===== src/rtl/spi_arb_pkg.sv =====
// Shared types for the SPI bus arbiter: arbitration states, device codes and default divider.
package spi_arb_pkg;

  typedef enum logic [1:0] {
    IDLE,
    OWN_A,
    OWN_B,
    RELEASE
  } arb_state_e;

  typedef enum logic {
    DEV_FLASH = 1'b0,
    DEV_SD    = 1'b1
  } dev_e;

  localparam int unsigned CLKDIV_DEFAULT = 2;

endpackage


===== src/rtl/spi_byte_shifter.sv =====
// SPI mode-0 byte engine, MSB first: sclk divider, 8-bit shift register and edge counter.
module spi_byte_shifter #(
  parameter int unsigned CLKDIV = 2
) (
  input  logic       clk,
  input  logic       rst_n,
  input  logic       start_i,
  input  logic [7:0] txd_i,
  input  logic       miso_i,
  output logic       sclk_o,
  output logic       mosi_o,
  output logic [7:0] rxd_o,
  output logic       busy_o,
  output logic       done_o
);

  logic [7:0] div_q;
  logic [3:0] edge_q;
  logic [7:0] sh_q;
  logic [7:0] rxd_q;
  logic       sclk_q;
  logic       mosi_q;
  logic       busy_q;
  logic       done_q;
  logic       tick;

  assign tick = busy_q && (div_q == 8'(CLKDIV - 1));

  // One register carries both directions: tx bits leave at the top while rx bits enter at the bottom.
  always_ff @(posedge clk or negedge rst_n) begin
    if (!rst_n) begin
      div_q  <= '0;
      edge_q <= '0;
      sh_q   <= '0;
      rxd_q  <= '0;
      sclk_q <= 1'b0;
      mosi_q <= 1'b1;
      busy_q <= 1'b0;
      done_q <= 1'b0;
    end else begin
      done_q <= 1'b0;
      if (!busy_q) begin
        if (start_i) begin
          busy_q <= 1'b1;
          sh_q   <= txd_i;
          mosi_q <= txd_i[7];
          div_q  <= '0;
          edge_q <= '0;
        end
      end else if (tick) begin
        div_q  <= '0;
        edge_q <= edge_q + 4'd1;
        sclk_q <= ~sclk_q;
        if (!sclk_q) begin
          sh_q <= {sh_q[6:0], miso_i};
        end else if (edge_q == 4'd15) begin
          busy_q <= 1'b0;
          done_q <= 1'b1;
          rxd_q  <= sh_q;
          mosi_q <= 1'b1;
        end else begin
          mosi_q <= sh_q[7];
        end
      end else begin
        div_q <= div_q + 8'd1;
      end
    end
  end

  assign sclk_o = sclk_q;
  assign mosi_o = mosi_q;
  assign rxd_o  = rxd_q;
  assign busy_o = busy_q;
  assign done_o = done_q;

endmodule


===== src/rtl/spi_bus_arbiter.sv =====
// Session arbiter for the shared flash/SD SPI bus; port A outranks port B, no preemption.
// ACTIVITY_LED_EN adds a LED_HOLD-bit stretch counter on testled.
module spi_bus_arbiter
  import spi_arb_pkg::*;
#(
  parameter int unsigned CLKDIV = CLKDIV_DEFAULT
`ifdef ACTIVITY_LED_EN
  ,
  parameter int unsigned LED_HOLD = 20
`endif
) (
  input  logic       clk,
  input  logic       rst_n,
  input  logic       req_a,
  input  logic       req_b,
  output logic       gnt_a,
  output logic       gnt_b,
  input  logic       dev_a,
  input  logic       dev_b,
  input  logic       cs_a,
  input  logic       cs_b,
  input  logic       start_a,
  input  logic       start_b,
  input  logic [7:0] txd_a,
  input  logic [7:0] txd_b,
  output logic [7:0] rxd,
  output logic       busy,
  output logic       done_a,
  output logic       done_b,
  output logic       flash_cs_n,
  output logic       sd_cs_n,
  output logic       spi_clk,
  output logic       spi_mosi,
  input  logic       spi_miso,
  output logic       testled
);

  arb_state_e state_q;
  dev_e       owner_dev_q;
  logic       gnt_a_q;
  logic       gnt_b_q;
  logic       flash_cs_n_q;
  logic       sd_cs_n_q;

  logic       own_b;
  logic       own_any;
  logic       own_req;
  logic       own_cs;
  logic       own_start;
  logic       sh_start;
  logic       sh_done;
  logic [7:0] sh_txd;

  assign own_b     = (state_q == OWN_B);
  assign own_any   = (state_q == OWN_A) || own_b;
  assign own_req   = own_b ? req_b   : req_a;
  assign own_cs    = own_b ? cs_b    : cs_a;
  assign own_start = own_b ? start_b : start_a;
  assign sh_txd    = own_b ? txd_b   : txd_a;
  assign sh_start  = own_any && own_req && own_start && !busy;

  // The state cannot leave OWN_x while a byte is in flight, so it still names the owner at done.
  assign done_a = sh_done && (state_q == OWN_A);
  assign done_b = sh_done && own_b;

  always_ff @(posedge clk or negedge rst_n) begin
    if (!rst_n) begin
      state_q      <= IDLE;
      owner_dev_q  <= DEV_FLASH;
      gnt_a_q      <= 1'b0;
      gnt_b_q      <= 1'b0;
      flash_cs_n_q <= 1'b1;
      sd_cs_n_q    <= 1'b1;
    end else begin
      case (state_q)
        IDLE: begin
          if (req_a) begin
            state_q     <= OWN_A;
            gnt_a_q     <= 1'b1;
            owner_dev_q <= dev_e'(dev_a);
          end else if (req_b) begin
            state_q     <= OWN_B;
            gnt_b_q     <= 1'b1;
            owner_dev_q <= dev_e'(dev_b);
          end
        end
        OWN_A, OWN_B: begin
          if (!own_req && !busy) begin
            state_q      <= RELEASE;
            flash_cs_n_q <= 1'b1;
            sd_cs_n_q    <= 1'b1;
          end else begin
            flash_cs_n_q <= !(own_cs && (owner_dev_q == DEV_FLASH));
            sd_cs_n_q    <= !(own_cs && (owner_dev_q == DEV_SD));
          end
        end
        RELEASE: begin
          state_q <= IDLE;
          gnt_a_q <= 1'b0;
          gnt_b_q <= 1'b0;
        end
        default: state_q <= IDLE;
      endcase
    end
  end

  assign gnt_a      = gnt_a_q;
  assign gnt_b      = gnt_b_q;
  assign flash_cs_n = flash_cs_n_q;
  assign sd_cs_n    = sd_cs_n_q;

  spi_byte_shifter #(
    .CLKDIV(CLKDIV)
  ) u_shifter (
    .clk    (clk),
    .rst_n  (rst_n),
    .start_i(sh_start),
    .txd_i  (sh_txd),
    .miso_i (spi_miso),
    .sclk_o (spi_clk),
    .mosi_o (spi_mosi),
    .rxd_o  (rxd),
    .busy_o (busy),
    .done_o (sh_done)
  );

`ifdef ACTIVITY_LED_EN
  logic [LED_HOLD-1:0] led_q;

  always_ff @(posedge clk or negedge rst_n) begin
    if (!rst_n) begin
      led_q <= '0;
    end else if (!flash_cs_n_q || !sd_cs_n_q) begin
      led_q <= '1;
    end else if (led_q != '0) begin
      led_q <= led_q - LED_HOLD'(1);
    end
  end

  assign testled = (led_q != '0);
`else
  assign testled = ~flash_cs_n_q | ~sd_cs_n_q;
`endif

endmodule


===== config.mk =====
export PLATFORM = sky130hd
export DESIGN_NAME = spi_bus_arbiter
export DESIGN_NICKNAME = d
export VERILOG_FILES = /design/src/rtl/spi_arb_pkg.sv /design/src/rtl/spi_byte_shifter.sv /design/src/rtl/spi_bus_arbiter.sv
export SDC_FILE = /design/constraint.sdc
export NUM_CORES = 1
export LEC_CHECK = 0
export ABC_CLOCK_PERIOD_IN_PS = 4090
export CAP_MARGIN = 30
export CORE_ASPECT_RATIO = 0.6
export CORE_MARGIN = 8
export CORE_UTILIZATION = 45
export DETAILED_ROUTE_END_ITERATION = 16
export GPL_ROUTABILITY_DRIVEN = 0
export GPL_TIMING_DRIVEN = 0
export PLACE_DENSITY_LB_ADDON = 0.2
export SYNTH_ARGS = -nofsm -noshare
export SYNTH_HDL_FRONTEND = slang
export SYNTH_HIERARCHICAL = 1
export SYNTH_SLANG_ARGS = --single-unit
export TNS_END_PERCENT = 20

===== constraint.sdc =====
create_clock -name clk -period 4.09 [get_ports clk]
set_input_delay 0.6135 -clock clk [delete_from_list [all_inputs] [get_ports clk]]
set_output_delay 0.6135 -clock clk [all_outputs]
set_load 0.01 [all_outputs]

==> qor.txt, run 1 <==
SYNTH
-------------------------------------------------------------------------------------
Ys Warns                                                                            6
Most area-hungry cell type in the Yosys netlist                          sky130_fd_sc_hd__dfrtp_1
Post-Syn Area per Cell                                                       11.1 µm²
Area share of and/or/nand/nor cells after synthesis                             15.5%
Share of synthesized registers carrying an async set or reset                    100%
Gate count of the mapped netlist                                                  195
Synth Register Bits                                                                39
Post-synthesis adder-cell area fraction                                         5.20%
Cell area after synthesis                                                 0.00217 mm²
Main flop type after synthesis                                           sky130_fd_sc_hd__dfrtp_1
Share of the synthesized area in compound gates (AO/OA/AOI/OAI)                 12.2%
Net Count, Synth                                                                  231
Largest family of logic cells by synthesized area                        multiplexers
Main area contributors after synthesis                                   sky130_fd_sc_hd__dfrtp_1, sky130_fd_sc_hd__mux2_2, sky130_fd_sc_hd__mux2i_1
Sequential fraction of the synthesis area                                       45.2%
Fraction of post-synthesis cell area in the top cell type by area               41.6%
Proportion of synthesized area in mux cells                                     16.5%
Post-Synth XOR/XNOR Area                                                        1.21%
Post-synth EDFFs                                                                    0
Yosys cell types                                                                   46

CLOCK TREE
-------------------------------------------------------------------------------------
Clock transition at the registers of the reported paths                       0.07 ns
Buffer count from post-CTS setup fixing                                             0
Clock root buffer master                                                 sky130_fd_sc_hd__clkbuf_8
Skew-Pair Late Insertion Delay                                                0.29 ns
Clock tree from TritonCTS                                                        done
Post-CTS Hold Buffers                                                               0
Max H-tree Level                                                                    2
Maximum clock insertion buffer count                                                2
Gates resized, CTS repair                                                           0
Count of clock tree sinks                                                          39
Total clock buffers created by CTS                                                  5

DETAILED ROUTING
-------------------------------------------------------------------------------------
Via count normalized by instance count                                           5.16
Overall routed net length                                                     4630 µm
Drt drc                                                                             0
Antenna-violating nets left                                                         0
Routed length per placed instance                                             15.0 µm
Length of the first detailed-routing pass in iterations                             4
Met3 Routed Length                                                             160 µm
Count of routing violations after the opening detailed-route iteration             61
Met2 wirelength from detailed routing                                         1890 µm
M1 WL                                                                         2510 µm
Highest metal layer with signal wires                                            met4
Count of vias placed by the detailed router                                     1,594

TIMING
-------------------------------------------------------------------------------------
RSZ-0062 raised after global routing                                            false
Fraction of the cycle the final worst path needs                                67.0%
Final count of hold timing violations                                               0
Final period demand of the worst path                                         2.74 ns
Max transition margin                                                           41.4%
Fin Clk Skew                                                               0.00367 ns
Pins over their slew limit                                                          0
Transition time of the tightest slew-check pin                               0.879 ns
Achievable Freq                                                             0.365 GHz
Hold WS                                                                      0.443 ns
Count of final setup violators                                                      0
Setup Total Neg Slack                                                            0 ns

SETUP PATH
-------------------------------------------------------------------------------------
Arrival @ worst endpoint                                                      2.89 ns
Setup slack of the most critical reg-to-reg path                              1.35 ns
Path type of the worst setup path                                          reg -> reg
Crit start category                                                          register
CP Capture Type                                                              register
Worst-path fanout max                                                              10
Worst path required time                                                      4.24 ns

WORST HOLD PATH
-------------------------------------------------------------------------------------
Class of the tightest hold or removal check                               in -> async

FLOORPLAN
-------------------------------------------------------------------------------------
Starting density of the core                                                    47.0%
Chip width                                                                     106 µm
Floorplan Core Area                                                       0.00461 mm²
Number of top-level pins                                                           45
Total Die Area                                                            0.00736 mm²
Number of rows in the core area                                                    19
Die height                                                                    69.7 µm

FINAL LAYOUT
-------------------------------------------------------------------------------------
Share of post-route cells with drive strength above 1                           19.1%
Total of fill cells in the finished design                                        408
Count of nets after finishing                                                     281
Number of standard cells in the final layout excluding fillers                    309
Total inserted antenna cells                                                        0
Area Growth Syn to Fin                                                          27.0%

RUN STATUS
-------------------------------------------------------------------------------------
Run status                                                               finished clean

PLACED DESIGN
-------------------------------------------------------------------------------------
Number of cells after detailed placement                                          301
Half-perimeter wire length of the detailed placement result                   3550 µm
Buffers on Ports                                                                   43

GLOBAL ROUTING
-------------------------------------------------------------------------------------
Antenna violations before repair                                                    0
Global-route wire length before repair                                        7880 µm
Maximum number of pins on one net before global-route repair                       40
Via count of the first global-routing pass                                      1,549
Global route overflow                                                               0
All-layer global routing usage                                                  13.0%

PWR
-------------------------------------------------------------------------------------
Worst-case vdd ir drop                                                     0.000218 V
Power density relative to cell area                                        615 mW/mm²
Leak                                                                          1.24 nW

FLOW RUN
-------------------------------------------------------------------------------------
Max cap viols                                                                       0

==> through the flow <==
stage          setup WS, ns  power [mW]  area [µm²]  util, %
6_report               1.35        1.69        2750     59.7
5_1_grt                1.12        1.82        2750     59.7
4_1_cts                1.32        1.71        2750     59.7
3_5_place_dp           1.16        1.45        2670     57.9
3_3_place_gp           1.18        1.43        2680     58.0
2_1_floorplan          1.90        1.20        2170        -
==> layout make-up <==
class                      count  area (µm²)  area share (%)
buffer                         7        51.3            1.86
multi-input combinational    139        1100            39.9
timing repair buffer          43         425            15.5
tap                           63        78.8            2.86
sequential                    39         980            35.6
inverter                      10        37.5            1.36
clock buffer                   7        76.3            2.77
clock inverter                 1        5.00           0.182
==> critical path, cell delays in order (launching register included) <==
cell,delay [ns]
sky130_fd_sc_hd__dfrtp_1,0.40
sky130_fd_sc_hd__inv_1,0.16
sky130_fd_sc_hd__ha_1,0.17
sky130_fd_sc_hd__buf_2,0.29
sky130_fd_sc_hd__mux2i_1,0.12
sky130_fd_sc_hd__nor4bb_1,0.61
sky130_fd_sc_hd__nor2b_1,0.33
sky130_fd_sc_hd__a41oi_2,0.13
sky130_fd_sc_hd__buf_6,0.23
sky130_fd_sc_hd__nand2_1,0.06
sky130_fd_sc_hd__o21ai_0,0.08
==> layout by cell type (no fill, tap or decap), types with 2 or more instances in the layout <==
master,synthesis,final
sky130_fd_sc_hd__and2_1,3,3
sky130_fd_sc_hd__mux2_2,17,17
sky130_fd_sc_hd__o21ai_0,17,17
sky130_fd_sc_hd__o22a_1,2,2
sky130_fd_sc_hd__xnor2_1,2,2
sky130_fd_sc_hd__ha_1,9,9
sky130_fd_sc_hd__nand3_1,10,10
sky130_fd_sc_hd__buf_2,2,3
sky130_fd_sc_hd__buf_6,3,3
sky130_fd_sc_hd__clkdlybuf4s50_1,0,42
sky130_fd_sc_hd__a21o_1,2,2
sky130_fd_sc_hd__nor3_1,2,2
sky130_fd_sc_hd__dfstp_2,3,3
sky130_fd_sc_hd__o21ai_2,2,2
sky130_fd_sc_hd__clkbuf_8,0,5
sky130_fd_sc_hd__a21oi_1,2,2
sky130_fd_sc_hd__or3_1,3,3
sky130_fd_sc_hd__mux2i_1,15,15
sky130_fd_sc_hd__dfrtp_1,36,36
sky130_fd_sc_hd__inv_1,9,9
sky130_fd_sc_hd__o211ai_1,2,2
sky130_fd_sc_hd__clkbuf_1,1,3
sky130_fd_sc_hd__nor2_1,5,5
sky130_fd_sc_hd__o2bb2ai_1,2,2
sky130_fd_sc_hd__nand2_1,23,23
==> cells in the mapped netlist, types with 2 or more instances <==
master	count
sky130_fd_sc_hd__a21o_1	2
sky130_fd_sc_hd__a21oi_1	2
sky130_fd_sc_hd__and2_1	3
sky130_fd_sc_hd__buf_2	2
sky130_fd_sc_hd__buf_6	3
sky130_fd_sc_hd__dfrtp_1	36
sky130_fd_sc_hd__dfstp_2	3
sky130_fd_sc_hd__ha_1	9
sky130_fd_sc_hd__inv_1	9
sky130_fd_sc_hd__mux2_2	17
sky130_fd_sc_hd__mux2i_1	15
sky130_fd_sc_hd__nand2_1	23
sky130_fd_sc_hd__nand3_1	10
sky130_fd_sc_hd__nor2_1	5
sky130_fd_sc_hd__nor3_1	2
sky130_fd_sc_hd__o211ai_1	2
sky130_fd_sc_hd__o21ai_0	17
sky130_fd_sc_hd__o21ai_2	2
sky130_fd_sc_hd__o22a_1	2
sky130_fd_sc_hd__o2bb2ai_1	2
sky130_fd_sc_hd__or3_1	3
sky130_fd_sc_hd__xnor2_1	2
==> flip-flops by register name, indices dropped and copies added, names as in the netlist <==
signal            count
sd_cs_n               1
u_shifter/done_o      1
owner_dev_q           1
gnt_a                 1
state_q               2
gnt_b                 1
u_shifter/busy_o      1
u_shifter/mosi_o      1
u_shifter/sclk_o      1
u_shifter/edge_q      4
u_shifter/rxd_o       8
u_shifter/sh_q        8
u_shifter/div_q       8
flash_cs_n            1
==> worst paths after layout <==
kind	from	to	cells after the start
worst max-delay path	state_q[0]	u_shifter/sh_q[0]	10
worst min-delay path	rst_n	gnt_a	1
worst max register to register	state_q[0]	u_shifter/sh_q[0]	10
worst min register to register	u_shifter/rxd_o[6]	u_shifter/rxd_o[6]	1
max in group asynchronous	rst_n	u_shifter/rxd_o[7]	1
min in group clk	u_shifter/rxd_o[6]	u_shifter/rxd_o[6]	1
==> logic make-up after synthesis <==
| logic type | after synthesis |
|---|---|
| adders and majority gates | 9 |
| buffers and inverters | 17 |
| and+or+nand+nor | 58 |
| AOI/OAI and AO/OA | 36 |
| DFF | 39 |
| xor gates and xnor gates | 3 |
| muxes | 33 |
==> report_power, final <==
group          leakage, nW  internal (mW)  switching, mW  total, mW
Combinational        0.701          0.391          0.415      0.806
Sequential           0.497          0.514          0.124      0.638
Clock               0.0422          0.120          0.128      0.247
Total                 1.24           1.02          0.667       1.69
==> metal layers <==
metal	track usage, %	vias up
met3	3.62	4
li1	-	801
met4	4.50	0
met2	17.0	18
met5	0	-
met1	19.3	771
Note: power is estimated with default switching activity, not from simulation.
==> inputs of run 2 (changes only) <==
--- a/config.mk
+++ b/config.mk
@@ -5,7 +5,7 @@
 export SDC_FILE = /design/constraint.sdc
 export NUM_CORES = 1
 export LEC_CHECK = 0
-export ABC_CLOCK_PERIOD_IN_PS = 4090
+export ABC_CLOCK_PERIOD_IN_PS = 2750
 export CAP_MARGIN = 30
 export CORE_ASPECT_RATIO = 0.6
 export CORE_MARGIN = 8
==> constraint.sdc (replaced) <==
create_clock -name clk -period 2.75 [get_ports clk]
set_input_delay 0.4125 -clock clk [delete_from_list [all_inputs] [get_ports clk]]
set_output_delay 0.4125 -clock clk [all_outputs]
set_load 0.01 [all_outputs]
==> qor.txt, run 2 (synthesized netlist as in run 1, its figures left out) <==
PLACED DESIGN
-------------------------------------------------------------------------------------
Number of cells after detailed placement                                          301
Cell area reported after detailed placement                               0.00267 mm²
Half-perimeter wire length of the detailed placement result                   3550 µm
Buffers on Ports                                                                   43

FLOORPLAN
-------------------------------------------------------------------------------------
Chip width                                                                     106 µm
Number of top-level pins                                                           45
Floorplan Core Area                                                       0.00461 mm²
Starting density of the core                                                    47.0%
Number of rows in the core area                                                    19
Total Die Area                                                            0.00736 mm²
Die height                                                                    69.7 µm

GLOBAL ROUTING
-------------------------------------------------------------------------------------
Global route overflow                                                               0
Maximum number of pins on one net before global-route repair                       40
Global-route wire length before repair                                        7870 µm
Antenna violations before repair                                                    0
All-layer global routing usage                                                  13.0%
Via count of the first global-routing pass                                      1,548

FINAL LAYOUT
-------------------------------------------------------------------------------------
Most used cells in the layout excluding fill and tap cells               sky130_fd_sc_hd__clkdlybuf4s50_1, sky130_fd_sc_hd__dfrtp_1, sky130_fd_sc_hd__nand2_1
Area Growth Syn to Fin                                                          27.7%
Count of nets after finishing                                                     281
Share of post-route cells with drive strength above 1                           19.5%
Final design instance area without fill                                   0.00277 mm²
Final design utilization                                                        60.0%
Total inserted antenna cells                                                        0
Most frequent standard cell in the layout excluding fill and tap cells   sky130_fd_sc_hd__clkdlybuf4s50_1
Number of standard cells in the final layout excluding fillers                    309

TIMING
-------------------------------------------------------------------------------------
Fin Clk Skew                                                               0.00465 ns
Count of final setup violators                                                      0
RSZ-0062 raised after global routing                                            false
Max transition margin                                                           41.3%
Transition time of the tightest slew-check pin                               0.880 ns
Hold WS                                                                      0.242 ns
Fraction of the cycle the final worst path needs                                91.2%
Final count of hold timing violations                                               0
Achievable Freq                                                             0.399 GHz
Final period demand of the worst path                                         2.51 ns
Pins over their slew limit                                                          0
Setup Total Neg Slack                                                            0 ns

DETAILED ROUTING
-------------------------------------------------------------------------------------
Antenna-violating nets left                                                         0
Overall routed net length                                                     4670 µm
Length of the first detailed-routing pass in iterations                             4
Count of routing violations after the opening detailed-route iteration             63
Routed length per placed instance                                             15.1 µm
Via count normalized by instance count                                           5.18
Count of vias placed by the detailed router                                     1,602
Drt drc                                                                             0

SETUP PATH
-------------------------------------------------------------------------------------
Worst-path fanout max                                                              10
Crit start category                                                          register
Arrival @ worst endpoint                                                      2.66 ns
Worst path required time                                                      2.90 ns
Reg2reg start                                                              state_q[0]
Critical Path Start                                                        state_q[0]
CP Capture Type                                                              register
Path type of the worst setup path                                          reg -> reg

CLOCK TREE
-------------------------------------------------------------------------------------
Skew-Pair Late Insertion Delay                                                0.29 ns
Total clock buffers created by CTS                                                  5
Count of clock tree sinks                                                          39
Maximum clock insertion buffer count                                                2
Clock tree from TritonCTS                                                        done
Clock root buffer master                                                 sky130_fd_sc_hd__clkbuf_8
Clock transition at the registers of the reported paths                       0.07 ns
Max H-tree Level                                                                    2

WORST HOLD PATH
-------------------------------------------------------------------------------------
Class of the tightest hold or removal check                               in -> async

RUN STATUS
-------------------------------------------------------------------------------------
Run status                                                               finished clean

PWR
-------------------------------------------------------------------------------------
Power density relative to cell area                                        917 mW/mm²
Leak                                                                          1.25 nW
Worst-case vdd ir drop                                                     0.000328 V

FLOW RUN
-------------------------------------------------------------------------------------
Max cap viols                                                                       0

==> run 2: changes by cell type in the layout (fill, tap and decap cells not counted) <==
cell / change
sky130_fd_sc_hd__nor4bb_4: +1
sky130_fd_sc_hd__nor4bb_1: -1
==> run 2: stage by stage <==
| step | power (mW) | setup slack [ns] |
|---|---|---|
| 6_report | 2.54 | 0.243 |
| 4_1_cts | 2.54 | 0.126 |
| 3_5_place_dp | 2.16 | 0.0138 |
| 5_1_grt | 2.74 | 0.00385 |
| 2_1_floorplan | 1.79 | 0.561 |
| 3_3_place_gp | 2.13 | 0.0367 |
==> run 2: worst paths after layout <==
check,cells after the start,slack [ns],to
setup / recovery,10,0.24,u_shifter/sh_q[0]
hold / removal,1,0.24,gnt_a
max in group asynchronous,1,1.96,u_shifter/rxd_o[7]
setup reg to reg,10,0.24,u_shifter/sh_q[0]
min in group clk,3,0.45,gnt_a
hold reg to reg,1,0.51,u_shifter/rxd_o[6]
==> run 2: layer usage <==
| metal | routed length, µm | vias to the layer above | global-route usage, % | share of wire (%) |
|---|---|---|---|---|
| met5 | 0 | - | 0 | 0 |
| met4 | 57 | 0 | 4.50 | 1.2 |
| met3 | 159 | 4 | 3.62 | 3.4 |
| met2 | 1920 | 18 | 17.0 | 41 |
| met1 | 2530 | 779 | 19.3 | 54 |
| li1 | - | 801 | - | - |
==> run 2: report_power, final <==
| group | switching, mW | total [mW] | internal (mW) |
|---|---|---|---|
| logic | 0.621 | 1.22 | 0.594 |
| registers | 0.188 | 0.953 | 0.765 |
| clock network | 0.191 | 0.369 | 0.178 |
| total | 1.00 | 2.54 | 1.54 |
==> run 2: what timing repair did <==
action,in CTS,in global routing
resized for setup,1,1
endpoints found under the setup margin,6,8
buffers inserted,0,0
hold endpoints to repair,0,0
hold buffers,0,0
==> run 2: area by class of cell <==
type	count	area, µm²
fill	405	1850
multi-input combinational	139	1110
sequential	39	980
timing repair buffer	43	425
tap	63	78.8
clock buffer	7	76.3
buffer	7	51.3
inverter	10	37.5
clock inverter	1	5.00
==> run 2: worst max-delay path: stages (launching register included) <==
cell                       delay [ns]
sky130_fd_sc_hd__dfrtp_1         0.40
sky130_fd_sc_hd__inv_1           0.16
sky130_fd_sc_hd__ha_1            0.17
sky130_fd_sc_hd__buf_2           0.29
sky130_fd_sc_hd__mux2i_1         0.17
sky130_fd_sc_hd__nor4bb_4        0.36
sky130_fd_sc_hd__nor2b_1         0.30
sky130_fd_sc_hd__a41oi_2         0.13
sky130_fd_sc_hd__buf_6           0.23
sky130_fd_sc_hd__nand2_1         0.06
sky130_fd_sc_hd__o21ai_0         0.08
==> inputs of run 3 (changes only) <==
--- a/config.mk
+++ b/config.mk
@@ -14,6 +14,7 @@
 export GPL_ROUTABILITY_DRIVEN = 0
 export GPL_TIMING_DRIVEN = 0
 export PLACE_DENSITY_LB_ADDON = 0.2
+export SETUP_SLACK_MARGIN = 0.3
 export SYNTH_ARGS = -nofsm -noshare
 export SYNTH_HDL_FRONTEND = slang
 export SYNTH_HIERARCHICAL = 1
==> qor.txt, run 3 (synthesized netlist as in run 1, its figures left out) <==
FINAL LAYOUT
-------------------------------------------------------------------------------------
Share of post-route cells with drive strength above 1                           21.0%
Count of nets after finishing                                                     283
Most used cells in the layout excluding fill and tap cells               sky130_fd_sc_hd__clkdlybuf4s50_1, sky130_fd_sc_hd__dfrtp_1, sky130_fd_sc_hd__nand2_1
Final design instance area without fill                                   0.00280 mm²
Number of standard cells in the final layout excluding fillers                    311
Most frequent standard cell in the layout excluding fill and tap cells   sky130_fd_sc_hd__clkdlybuf4s50_1
Total inserted antenna cells                                                        0
Area Growth Syn to Fin                                                          29.3%
Final design utilization                                                        60.7%

DETAILED ROUTING
-------------------------------------------------------------------------------------
Count of vias placed by the detailed router                                     1,594
Routed length per placed instance                                             15.2 µm
Antenna-violating nets left                                                         0
Overall routed net length                                                     4730 µm
Via count normalized by instance count                                           5.13
Count of routing violations after the opening detailed-route iteration             76
Drt drc                                                                             0
Length of the first detailed-routing pass in iterations                             4

PLACED DESIGN
-------------------------------------------------------------------------------------
Number of cells after detailed placement                                          301
Buffers on Ports                                                                   43
Worst setup slack before clock tree synthesis                               0.0138 ns
Cell area reported after detailed placement                               0.00267 mm²
Half-perimeter wire length of the detailed placement result                   3550 µm

SETUP PATH
-------------------------------------------------------------------------------------
Crit path max-delay family                                               simple AND/OR/NAND/NOR gates
Crit-path slowest cell                                                   sky130_fd_sc_hd__dfrtp_1
Path type of the worst setup path                                          reg -> reg
Cells along the critical path                                            inv_1 > ha_1 > buf_4 > mux2i_1 > nor4bb_4 > nor2b_4 > a41oi_4 > buf_2 > nand2_1 > o21ai_0
Crit start category                                                          register
Worst-path fanout max                                                              10
Critical path's largest stage delay                                           0.40 ns
Arrival @ worst endpoint                                                      2.45 ns
CP Capture Type                                                              register
Worst path required time                                                      2.91 ns
Worst path buffer plus inverter count                                               3

GLOBAL ROUTING
-------------------------------------------------------------------------------------
All-layer global routing usage                                                  13.1%
Layer with the highest usage after global routing                                met1
Met2 Track Usage GR                                                             17.4%
Global route overflow                                                               0
GR Layer Usage met3                                                             3.62%
Maximum number of pins on one net before global-route repair                       40
Global-route wire length before repair                                        7960 µm
Antenna violations before repair                                                    0
Via count of the first global-routing pass                                      1,571
Met1 Use GR                                                                     19.4%

CLOCK TREE
-------------------------------------------------------------------------------------
Total clock buffers created by CTS                                                  5
Maximum clock insertion buffer count                                                2
Count of clock tree sinks                                                          39
Max H-tree Level                                                                    2
Clock root buffer master                                                 sky130_fd_sc_hd__clkbuf_8
Skew-Pair Late Insertion Delay                                                0.29 ns
Clock tree from TritonCTS                                                        done
Clock transition at the registers of the reported paths                       0.07 ns
Post-CTS Hold Buffers                                                               0

TIMING
-------------------------------------------------------------------------------------
Hold WS                                                                      0.234 ns
Post-layout worst setup margin                                               0.458 ns
Final count of hold timing violations                                               0
Count of final setup violators                                                      0
Setup Total Neg Slack                                                            0 ns
Fraction of the cycle the final worst path needs                                83.4%
Fin Clk Skew                                                               0.00529 ns
Transition time of the tightest slew-check pin                               0.866 ns
Final period demand of the worst path                                         2.29 ns
Max transition margin                                                           42.3%
Pins over their slew limit                                                          0
Achievable Freq                                                             0.436 GHz
RSZ-0062 raised after global routing                                            false

FLOORPLAN
-------------------------------------------------------------------------------------
Number of top-level pins                                                           45
Total Die Area                                                            0.00736 mm²
Number of rows in the core area                                                    19
Die height                                                                    69.7 µm
Chip width                                                                     106 µm
Starting density of the core                                                    47.0%
Floorplan Core Area                                                       0.00461 mm²

WORST HOLD PATH
-------------------------------------------------------------------------------------
Class of the tightest hold or removal check                               in -> async

PWR
-------------------------------------------------------------------------------------
Power density relative to cell area                                        918 mW/mm²
Post-layout total power                                                       2.57 mW
Worst-case vdd ir drop                                                     0.000346 V
Leak                                                                          1.27 nW

RUN STATUS
-------------------------------------------------------------------------------------
Run status                                                               finished clean

FLOW RUN
-------------------------------------------------------------------------------------
Max cap viols                                                                       0

==> run 3: cell types whose count changed in the layout (fill, tap and decap cells not counted), sizes merged <==
cell and delta:
buf +2
==> run 3: area by class of cell <==
class / count / area (µm²)
Inverter: 10 / 37.5
Multi-Input combinational cell: 139 / 1130
Timing Repair Buffer: 45 / 438
Clock buffer: 7 / 76.3
Clock inverter: 1 / 5.00
Tap cell: 63 / 78.8
Fill cell: 404 / 1810
Sequential cell: 39 / 980
Buffer: 7 / 55.1
==> run 3: routing by layer <==
metal	vias to the layer above	wire, µm
met5	-	0
met4	0	57
met3	4	186
met2	22	1910
met1	766	2580
li1	802	-
==> run 3: path summary, 6_finish.rpt <==
kind	startpoint	end	slack, ns	depth (start not counted)
worst max-delay path	state_q[0]	u_shifter/sh_q[2]	0.46	10
worst min-delay path	rst_n	gnt_a	0.23	1
worst max register to register	state_q[0]	u_shifter/sh_q[2]	0.46	10
worst min register to register	u_shifter/rxd_o[6]	u_shifter/rxd_o[6]	0.51	1
max in group asynchronous	rst_n	u_shifter/sh_q[3]	1.97	1
min in group clk	req_a	gnt_a	0.45	3
==> run 3: worst register-to-register path, cell delays in order (launching register included) <==
cell,delay [ns]
sky130_fd_sc_hd__dfrtp_1,0.40
sky130_fd_sc_hd__inv_1,0.16
sky130_fd_sc_hd__ha_1,0.18
sky130_fd_sc_hd__buf_4,0.21
sky130_fd_sc_hd__mux2i_1,0.15
sky130_fd_sc_hd__nor4bb_4,0.36
sky130_fd_sc_hd__nor2b_4,0.25
sky130_fd_sc_hd__a41oi_4,0.08
sky130_fd_sc_hd__buf_2,0.23
sky130_fd_sc_hd__nand2_1,0.07
sky130_fd_sc_hd__o21ai_0,0.07
==> run 3: where the power goes <==
part | switching (mW) | total (mW) | internal (mW) | leakage, nW
sequential | 0.188 | 0.953 | 0.765 | 0.497
combinational | 0.637 | 1.25 | 0.613 | 0.727
clock | 0.193 | 0.371 | 0.178 | 0.0422
total | 1.02 | 2.57 | 1.56 | 1.27
==> run 3: repair_timing <==
action	CTS	global route
cloned	0	1
pin swaps	0	1
buffers inserted	0	1
gates resized for setup	4	4
endpoints found under the setup margin	12	8
